==> src/rtl/adc_spi_sampler_if.sv <==
// Sample interface between the ADC sampler (producer) and the
// data-processing block (consumer). The consumer requests a channel and
// enables conversions. The producer returns a strobed result tagged with
// the channel it belongs to.
interface adc_spi_sampler_if;
  logic       enable;
  logic [3:0] channel;
  logic       new_sample;
  logic [9:0] sample;
  logic [3:0] sample_channel;

  modport master (
    input  enable,
    input  channel,
    output new_sample,
    output sample,
    output sample_channel
  );

  modport slave (
    output enable,
    output channel,
    input  new_sample,
    input  sample,
    input  sample_channel
  );
endinterface

==> src/rtl/adc_spi_sampler.sv <==
// MCP3008-style SPI ADC sampler. It runs back-to-back 17-bit frames while
// enable is high and strobes each 10-bit result with the channel that
// produced it.
// Optional feature macro: ADC_SPI_AVG4_EN. When it is defined, results are
// averaged over four consecutive frames on the same channel before they
// are strobed.
module adc_spi_sampler #(
  parameter int CLK_DIV = 4
) (
  input  logic              clk,
  input  logic              rst,
  adc_spi_sampler_if.master smp,
  output logic              spi_cs_n,
  output logic              spi_sck,
  output logic              spi_mosi,
  input  logic              spi_miso
);

  typedef enum logic [2:0] {IDLE, SETUP, SHIFT, HOLD, GAP} state_t;

  localparam logic [8:0] DIV_LAST = 9'(CLK_DIV - 1);
  localparam logic [8:0] GAP_LAST = 9'(2 * CLK_DIV - 1);

  state_t     state, state_nxt;
  logic [8:0] cnt, cnt_nxt;
  logic [5:0] half, half_nxt;
  logic [3:0] ch_q;
  logic [9:0] shreg;
  logic       cs_n_nxt, sck_nxt, mosi_nxt;
  logic       start, rise, done;

  // Command bit n of the frame: start, single-ended, then the channel, then zeros.
  function automatic logic cmd_bit(input logic [5:0] n, input logic [2:0] ch);
    case (n)
      6'd1, 6'd2: cmd_bit = 1'b1;
      6'd3:       cmd_bit = ch[2];
      6'd4:       cmd_bit = ch[1];
      6'd5:       cmd_bit = ch[0];
      default:    cmd_bit = 1'b0;
    endcase
  endfunction

  // Next state plus next values of the registered SPI pins. Even half-periods of SHIFT are SCK high.
  always_comb begin
    state_nxt = state;
    cnt_nxt   = cnt + 9'd1;
    half_nxt  = half;
    cs_n_nxt  = 1'b1;
    sck_nxt   = 1'b0;
    mosi_nxt  = spi_mosi;
    start     = 1'b0;
    rise      = 1'b0;
    done      = 1'b0;
    case (state)
      IDLE: begin
        cnt_nxt  = 9'd0;
        mosi_nxt = 1'b0;
        if (smp.enable && !smp.channel[3]) begin
          state_nxt = SETUP;
          start     = 1'b1;
          cs_n_nxt  = 1'b0;
          mosi_nxt  = 1'b1;
        end
      end
      SETUP: begin
        cs_n_nxt = 1'b0;
        if (cnt == DIV_LAST) begin
          state_nxt = SHIFT;
          cnt_nxt   = 9'd0;
          half_nxt  = 6'd0;
          sck_nxt   = 1'b1;
          rise      = 1'b1;
        end
      end
      SHIFT: begin
        cs_n_nxt = 1'b0;
        sck_nxt  = ~half[0];
        if (cnt == DIV_LAST) begin
          cnt_nxt = 9'd0;
          if (half == 6'd33) begin
            state_nxt = HOLD;
            sck_nxt   = 1'b0;
            mosi_nxt  = 1'b0;
            done      = 1'b1;
          end else begin
            half_nxt = half + 6'd1;
            sck_nxt  = half[0];
            if (half[0]) begin
              rise = 1'b1;
            end else begin
              mosi_nxt = cmd_bit({1'b0, half[5:1]} + 6'd2, ch_q[2:0]);
            end
          end
        end
      end
      HOLD: begin
        mosi_nxt = 1'b0;
        if (cnt == DIV_LAST) begin
          state_nxt = GAP;
          cnt_nxt   = 9'd0;
        end else begin
          cs_n_nxt = 1'b0;
        end
      end
      GAP: begin
        if (cnt == GAP_LAST) begin
          state_nxt = IDLE;
          cnt_nxt   = 9'd0;
        end
      end
      default: state_nxt = IDLE;
    endcase
  end

  // Sequencer registers, SPI pins, latched channel and the MISO shifter (17 shifts leave bits 8..17).
  always_ff @(posedge clk or posedge rst) begin
    if (rst) begin
      state    <= IDLE;
      cnt      <= 9'd0;
      half     <= 6'd0;
      spi_cs_n <= 1'b1;
      spi_sck  <= 1'b0;
      spi_mosi <= 1'b0;
      ch_q     <= 4'd0;
      shreg    <= 10'd0;
    end else begin
      state    <= state_nxt;
      cnt      <= cnt_nxt;
      half     <= half_nxt;
      spi_cs_n <= cs_n_nxt;
      spi_sck  <= sck_nxt;
      spi_mosi <= mosi_nxt;
      if (start) ch_q <= smp.channel;
      if (rise) shreg <= {shreg[8:0], spi_miso};
    end
  end

`ifdef ADC_SPI_AVG4_EN
  logic [11:0] acc;
  logic [11:0] sum;
  logic [1:0]  acc_cnt;
  logic [3:0]  acc_ch;

  // Running sum including the frame that just completed.
  always_comb begin
    sum = acc + {2'b00, shreg};
  end

  // Accumulate four same-channel frames. A channel change restarts the sum with the current frame.
  always_ff @(posedge clk or posedge rst) begin
    if (rst) begin
      smp.new_sample     <= 1'b0;
      smp.sample         <= 10'd0;
      smp.sample_channel <= 4'd0;
      acc                <= 12'd0;
      acc_cnt            <= 2'd0;
      acc_ch             <= 4'd0;
    end else begin
      smp.new_sample <= 1'b0;
      if (done) begin
        if (acc_cnt != 2'd0 && acc_ch == ch_q) begin
          if (acc_cnt == 2'd3) begin
            smp.new_sample     <= 1'b1;
            smp.sample         <= sum[11:2];
            smp.sample_channel <= ch_q;
            acc                <= 12'd0;
            acc_cnt            <= 2'd0;
          end else begin
            acc     <= sum;
            acc_cnt <= acc_cnt + 2'd1;
          end
        end else begin
          acc     <= {2'b00, shreg};
          acc_cnt <= 2'd1;
          acc_ch  <= ch_q;
        end
      end
    end
  end
`else
  // Every completed frame strobes its raw result on entry to HOLD.
  always_ff @(posedge clk or posedge rst) begin
    if (rst) begin
      smp.new_sample     <= 1'b0;
      smp.sample         <= 10'd0;
      smp.sample_channel <= 4'd0;
    end else begin
      smp.new_sample <= done;
      if (done) begin
        smp.sample         <= shreg;
        smp.sample_channel <= ch_q;
      end
    end
  end
`endif

endmodule

==> src/flat_wrapper.sv <==
// flat-port wrapper written by rule: the top's interface ports become plain ports
module adc_spi_sampler_flat 
#(
  parameter int CLK_DIV = 4
)
  (clk, rst, spi_cs_n, spi_sck, spi_mosi, spi_miso, smp_enable, smp_channel, smp_new_sample, smp_sample, smp_sample_channel);
  adc_spi_sampler_if smp_i ();
  input  logic clk;
  input  logic rst;
  output logic spi_cs_n;
  output logic spi_sck;
  output logic spi_mosi;
  input  logic spi_miso;
  input wire logic [$bits(smp_i.enable)-1:0] smp_enable;
  input wire logic [$bits(smp_i.channel)-1:0] smp_channel;
  output wire logic [$bits(smp_i.new_sample)-1:0] smp_new_sample;
  output wire logic [$bits(smp_i.sample)-1:0] smp_sample;
  output wire logic [$bits(smp_i.sample_channel)-1:0] smp_sample_channel;
  assign smp_i.enable = smp_enable;
  assign smp_i.channel = smp_channel;
  assign smp_new_sample = smp_i.new_sample;
  assign smp_sample = smp_i.sample;
  assign smp_sample_channel = smp_i.sample_channel;
  adc_spi_sampler #(.CLK_DIV(CLK_DIV)) u_core (.clk(clk), .rst(rst), .smp(smp_i), .spi_cs_n(spi_cs_n), .spi_sck(spi_sck), .spi_mosi(spi_mosi), .spi_miso(spi_miso));
endmodule
==> config.mk <==
export PLATFORM = sky130hd
export DESIGN_NAME = adc_spi_sampler_flat
export DESIGN_NICKNAME = d
export VERILOG_FILES = /design/src/rtl/adc_spi_sampler_if.sv /design/src/rtl/adc_spi_sampler.sv /design/src/flat_wrapper.sv
export SDC_FILE = /design/constraint.sdc
export NUM_CORES = 1
export LEC_CHECK = 0
export ABC_AREA = 1
export CORE_ASPECT_RATIO = 1.25
export CORE_MARGIN = 3
export CORE_UTILIZATION = 51
export DETAILED_ROUTE_END_ITERATION = 12
export GPL_ROUTABILITY_DRIVEN = 0
export PLACE_DENSITY = 0.71
export REMOVE_ABC_BUFFERS = 1
export SKIP_LAST_GASP = 1
export SLEW_MARGIN = 20
export SYNTH_ARGS = -nofsm -noshare
export SYNTH_HDL_FRONTEND = slang
export SYNTH_SLANG_ARGS = --single-unit
==> constraint.sdc <==
create_clock -name clk -period 2.28 [get_ports clk]
set_input_delay 0.456 -clock clk [delete_from_list [all_inputs] [get_ports clk]]
set_output_delay 0.456 -clock clk [all_outputs]
set_load 0.01 [all_outputs]
Word-level counts from Yosys, hierarchy flattened --
Index checks and enable logic that the tools add are counted.
Operators by class: add/sub/neg operators 3, eq/ne operators 20, mux-type cells 34, bitwise operators 1, reduce and logical (&&, ||, !) cells 11
Operators with widths (number):
- $pmux W9 S3 | 1
- $mux W3 | 6
- $mux W6 | 3
- $mux W9 | 2
- $mux W1 | 15
- $pmux W3 S5 | 1
- $eq A6 B2 Y1 const B | 2
- $eq A6 B3 Y1 const B | 2
- $ne A2 B1 Y1 const B | 6
- $pmux W6 S2 | 1
- $add A9 B1 Y9 const B | 1
- $eq A9 B2 Y1 const B | 1
- $eq A9 B3 Y1 const B | 1
- $add A5 B2 Y6 const B | 1
- $add A6 B1 Y6 const B | 1
- $eq A3 B2 Y1 const B | 2
- $eq A6 B1 Y1 const B | 1
- $eq A6 B6 Y1 const B | 1
- $pmux W1 S3 | 2
- $reduce_and A6 Y1 | 1
- $pmux W1 S2 | 2
- $pmux W1 S4 | 1
- $reduce_and A4 Y1 | 1
- $reduce_or A2 Y1 | 2
- other kinds (12) | 12
Storage, ports and cells: register bits 50, bits of input ports 8, output and inout port bits 18, logic and storage cells 80

Longest topological paths before layout --
depth in word-level cells 8, mapped depth 11, depth with buffers taken out 10

Worst setup path after synthesis --
No wires, ideal clock.
kind register to register, from register u_core.half[2], to register u_core.shreg[0], library setup time 0.116 ns, arrival 1.573 ns, required time 2.164 ns, setup slack 0.591 ns, cell stages (with the launch flop) 11, buffers on the path 2, period minus slack after synthesis 1.689 ns, cells stage by stage dfrtp_1 > clkbuf_1 > inv_1 > ha_1 > nand4_1 > nand2_2 > o21ai_4 > nand2_4 > buf_6 > nand2_1 > nand2_1
On the way: word-level cells in the longest chain between the ends 4
Ends and longest elaborated chain:
- start, declared | line adc_spi_sampler.sv:26 | logic [5:0] half, half_nxt;
- start signal, assigned | line adc_spi_sampler.sv:129 | half <= half_nxt;
- $eq A6 B6 Y1 | line adc_spi_sampler.sv:80 | if (half == 6'd33) begin
- $mux W1 | line adc_spi_sampler.sv:80
- $mux W1 | line adc_spi_sampler.sv:78 | if (cnt == DIV_LAST) begin
- $pmux W1 S2 | line adc_spi_sampler.sv:54 | case (state)
- end signal, assigned | line adc_spi_sampler.sv:134 | if (rise) shreg <= {shreg[8:0], spi_miso};
- end, declared | line adc_spi_sampler.sv:28 | logic [9:0] shreg;
Every way passes these cells. A chain may end at the register's enable or synchronous reset.

Worst setup path in the final report --
from register u_core.spi_cs_n, to output port spi_cs_n
RTL lines:
- start, declared | line adc_spi_sampler.sv:13 | output logic spi_cs_n,
- start signal, assigned | line adc_spi_sampler.sv:130 | spi_cs_n <= cs_n_nxt;
- end, declared | line flat_wrapper.sv:10 | output logic spi_cs_n;
No word-level cell between the ends.

==> metrics.log <==
INFO  metric run_status = complete, no violations
INFO  metric timing_worst_slew_pin_value = 0.535 ns
INFO  metric min-delay-path-class = reg -> reg
INFO  metric ctsRootBufferMaster = clkbuf_8
INFO  metric grt_pass1_wl = 8.27 mm
INFO  metric chipHeight = 84.8 um
INFO  metric maxCapViolCount = 0
INFO  metric timing_worst_setup_path_type = reg -> out
INFO  metric synth_fa_ha_area_share = 2.47%
INFO  metric netlist_top_cells_count = 79 x nand2_1, 49 x dfrtp_1, 40 x inv_1
INFO  metric setup_viol_count_final = 0
INFO  metric maxSlewHeadroom = 64.3%
INFO  metric number_of_rows_created_at_floorplan = 28
INFO  metric floorplan.die_area = 0.00585 mm^2
INFO  metric cts.repair_timing.setup_buffer_count = 0
INFO  metric design.portCount = 26
INFO  metric synth-simple-area-share = 26.3%
INFO  metric timing.critical_path.max_delay_family = flip-flops
INFO  metric fin_crit_period = 1.81 ns
INFO  metric number_of_global_route_vias_before_repair = 1,836
INFO  metric grt.total_usage = 17.2%
INFO  metric unique_cell_type_count_in_the_yosys_netlist = 31
INFO  metric number_of_synthesized_flops_with_an_enable_pin = 0
INFO  metric critical_path.slowest_cell = dfstp_2
INFO  metric cts.hold.buffers_added = 0
INFO  metric cts_htree_levels = 2
INFO  metric cts_tree = built
INFO  metric die_width = 69.0 um
INFO  metric n_antenna_cell = 0
INFO  metric worstPathCellList = clkdlybuf4s50_1
INFO  metric report.final.hold_viol_count = 0
INFO  metric route.antenna.remaining_nets = 0
INFO  metric viasPerCell = a little under 5
INFO  metric drive_above_1_share = between 10 and 15%
INFO  metric portBuffers = 25
INFO  metric most_instantiated_library_cell_after_synthesis = nand2_1
INFO  metric yosysTopAreaCell = dfrtp_1
INFO  metric vias = about 1,900
INFO  metric cts.sink_count = 50
INFO  metric synth-seq-area-share = between 40% and 50%
INFO  metric max_fo_critical_path = 1
INFO  metric setup_tns = 0 ns
INFO  metric yosys-mux-area-fraction = 0%
INFO  metric start_util = between 50 and 60%
INFO  metric drtPass1Iterations = 4
INFO  metric cts-buffers-inserted = 5
INFO  metric p_leak = approximately 0.0015 uW
INFO  metric ir_drop = roughly 0.29 mV
INFO  metric crit_path_end_kind = output port
INFO  metric ys_warn_count = 0
INFO  metric required = about 1.8 ns
INFO  metric main_combinational_cell_family_by_area_after_synthesis = simple AND/OR/NAND/NOR gates
INFO  metric post_dp_cell_area = around 0.0029 mm^2
INFO  metric synthTopCellsByArea = dfrtp_1 48%, nand2_1 12%, inv_1 5.9%
INFO  metric worst_skew_pair.late_latency = 0.30 ns
INFO  metric drt_wl_total = 4.56 mm
INFO  metric core-area = around 0.0048 mm^2
INFO  metric post-route-period-util = about four fifths
INFO  metric regArea = between 0.001 and 0.0015 mm^2
INFO  metric cp-start-kind = register
INFO  metric number_of_antenna_violations_at_the_first_check_in_global_routing = 0
INFO  metric syn_to_final_growth = 16.1%
INFO  metric rsz_0062_raised_after_global_routing = no
INFO  metric synthesis.area = about 0.0025 mm^2
INFO  metric synth.top_cell.area_share = between 40% and 50%
INFO  metric area_fraction_in_compound_gates_after_synthesis = 10.1%
INFO  metric clkSlewWorstSetupHoldPaths = 0.09 ns
INFO  metric maxSlewViolCount = 0
INFO  metric multiInputGateArea = 0.00107 mm^2
INFO  metric slowest_delay = 0.53 ns
INFO  metric synthesis.area_per_instance = about 8.3 um^2
INFO  metric grt_max_degree = 51
INFO  metric post_synth_xor_area_fraction = under 10%
INFO  metric number_of_synthesized_register_bits = 50
INFO  metric detailedRoute.firstIterationViolations = 62
INFO  metric drt-wirelength-per-cell = 11.6 um
INFO  metric gr-total-overflow = 0
INFO  metric post-route-cell-area = 0.00294 mm^2
INFO  metric layout.filler_cells = 446
INFO  metric nNetsFinal = 345
INFO  metric synth_flop_cell = dfrtp_1
INFO  metric clock.fmax = 0.553 GHz
INFO  metric critical_path.n_buffers_inverters = 1
INFO  metric fin_worst_skew = 0.0102 ns
INFO  metric power.density_cell_area = 491 mW/mm^2
INFO  metric post_dp_hpwl = 3.33 mm
INFO  metric async_reset_ff_share = 100%
INFO  metric syn-instance-count = about 300
INFO  metric worst-endpoint-arrival = 1.35 ns
INFO  metric drc = 0
INFO  metric post_cts_resize_count = 0
INFO  metric clk_path_buf_depth = 2
## final cells by class
class	count	area share [%]
clock buffer	5	2.34
multi-input combinational	203	36.5
inverter	45	5.83
tap	60	2.55
timing repair buffer	27	9.45
clock inverter	3	0.723
sequential	50	42.6
## kinds of logic after synthesis
| family | count (synthesis) |
|---|---|
| xor gates and xnor gates | 10 |
| DFF | 50 |
| AOI/OAI and AO/OA | 41 |
| buffers and inverters | 51 |
| and+or+nand+nor | 147 |
| adders and majority gates | 5 |
## report_power, final
group,internal (uW),switching (uW)
sequential,891,2.67
combinational,19.2,26.4
clock,216,287
## flip-flops by register name, summed over array words and instances (netlist names)
signal,cells
u_core.ch_q,4
u_core.cnt,9
u_core.half,6
u_core.shreg,10
u_core.smp.new_sample,1
u_core.smp.sample,10
u_core.smp.sample_channel,4
u_core.spi_cs_n,1
u_core.spi_mosi,1
u_core.spi_sck,1
u_core.state,3
## through the flow
stage | setup slack (ns) | utilization, % | power (uW) | hold slack (ns) | std cells
after floorplan | 0.624 | - | 936 | 0.433 | 298
after global placement | 0.561 | 59.8 | 959 | 0.451 | 385
after detailed placement | 0.537 | 59.8 | 959 | 0.456 | 385
after CTS | 0.451 | 61.7 | 1470 | 0.477 | 393
after global routing | 0.354 | 61.7 | 1510 | 0.503 | 393
final | 0.472 | 61.7 | 1440 | 0.472 | 393
## worst paths after layout
kind                                         to             from  depth (start not counted)  slack, ns
setup / recovery                       spi_cs_n  u_core.spi_cs_n                          1       0.47
hold / removal             u_core.smp.sample[9]  u_core.shreg[9]                          2       0.47
setup reg to reg                  u_core.cnt[2]    u_core.cnt[0]                          8       0.56
min in group asynchronous  u_core.smp.sample[3]              rst                          3       0.51
max in group asynchronous       u_core.spi_cs_n              rst                          3       1.50
hold reg to reg            u_core.smp.sample[9]  u_core.shreg[9]                          2       0.47
## cell usage in the layout, fill, tap and decap left out, types with 3 or more instances in the layout
cell type        Yosys  layout
clkbuf_8             0       5
nand3_1             19      19
a21oi_1              7       7
clkdlybuf4s50_1      0      25
o21ai_2              9       9
nor2_1              28      28
o21ai_0             11      11
xnor2_1              4       4
ha_1                 5       5
nor3_1               3       3
dfrtp_1             49      49
o21ai_1             10      10
nand2_1             79      79
inv_2                4       5
inv_1               40      39
nand2_2              3       3
nand4_1              7       7
xor2_1               6       6
## per-layer routing
| layer | vias to the layer above | track usage, % | share of wire [%] |
|---|---|---|---|
| met5 | - | 0 | 0 |
| met4 | 0 | 5.15 | 1.4 |
| met3 | 7 | 2.99 | 2.6 |
| met2 | 29 | 29.9 | 49 |
| met1 | 886 | 21.8 | 47 |
| li1 | 1011 | - | - |
(Power assumes the default switching activity.)
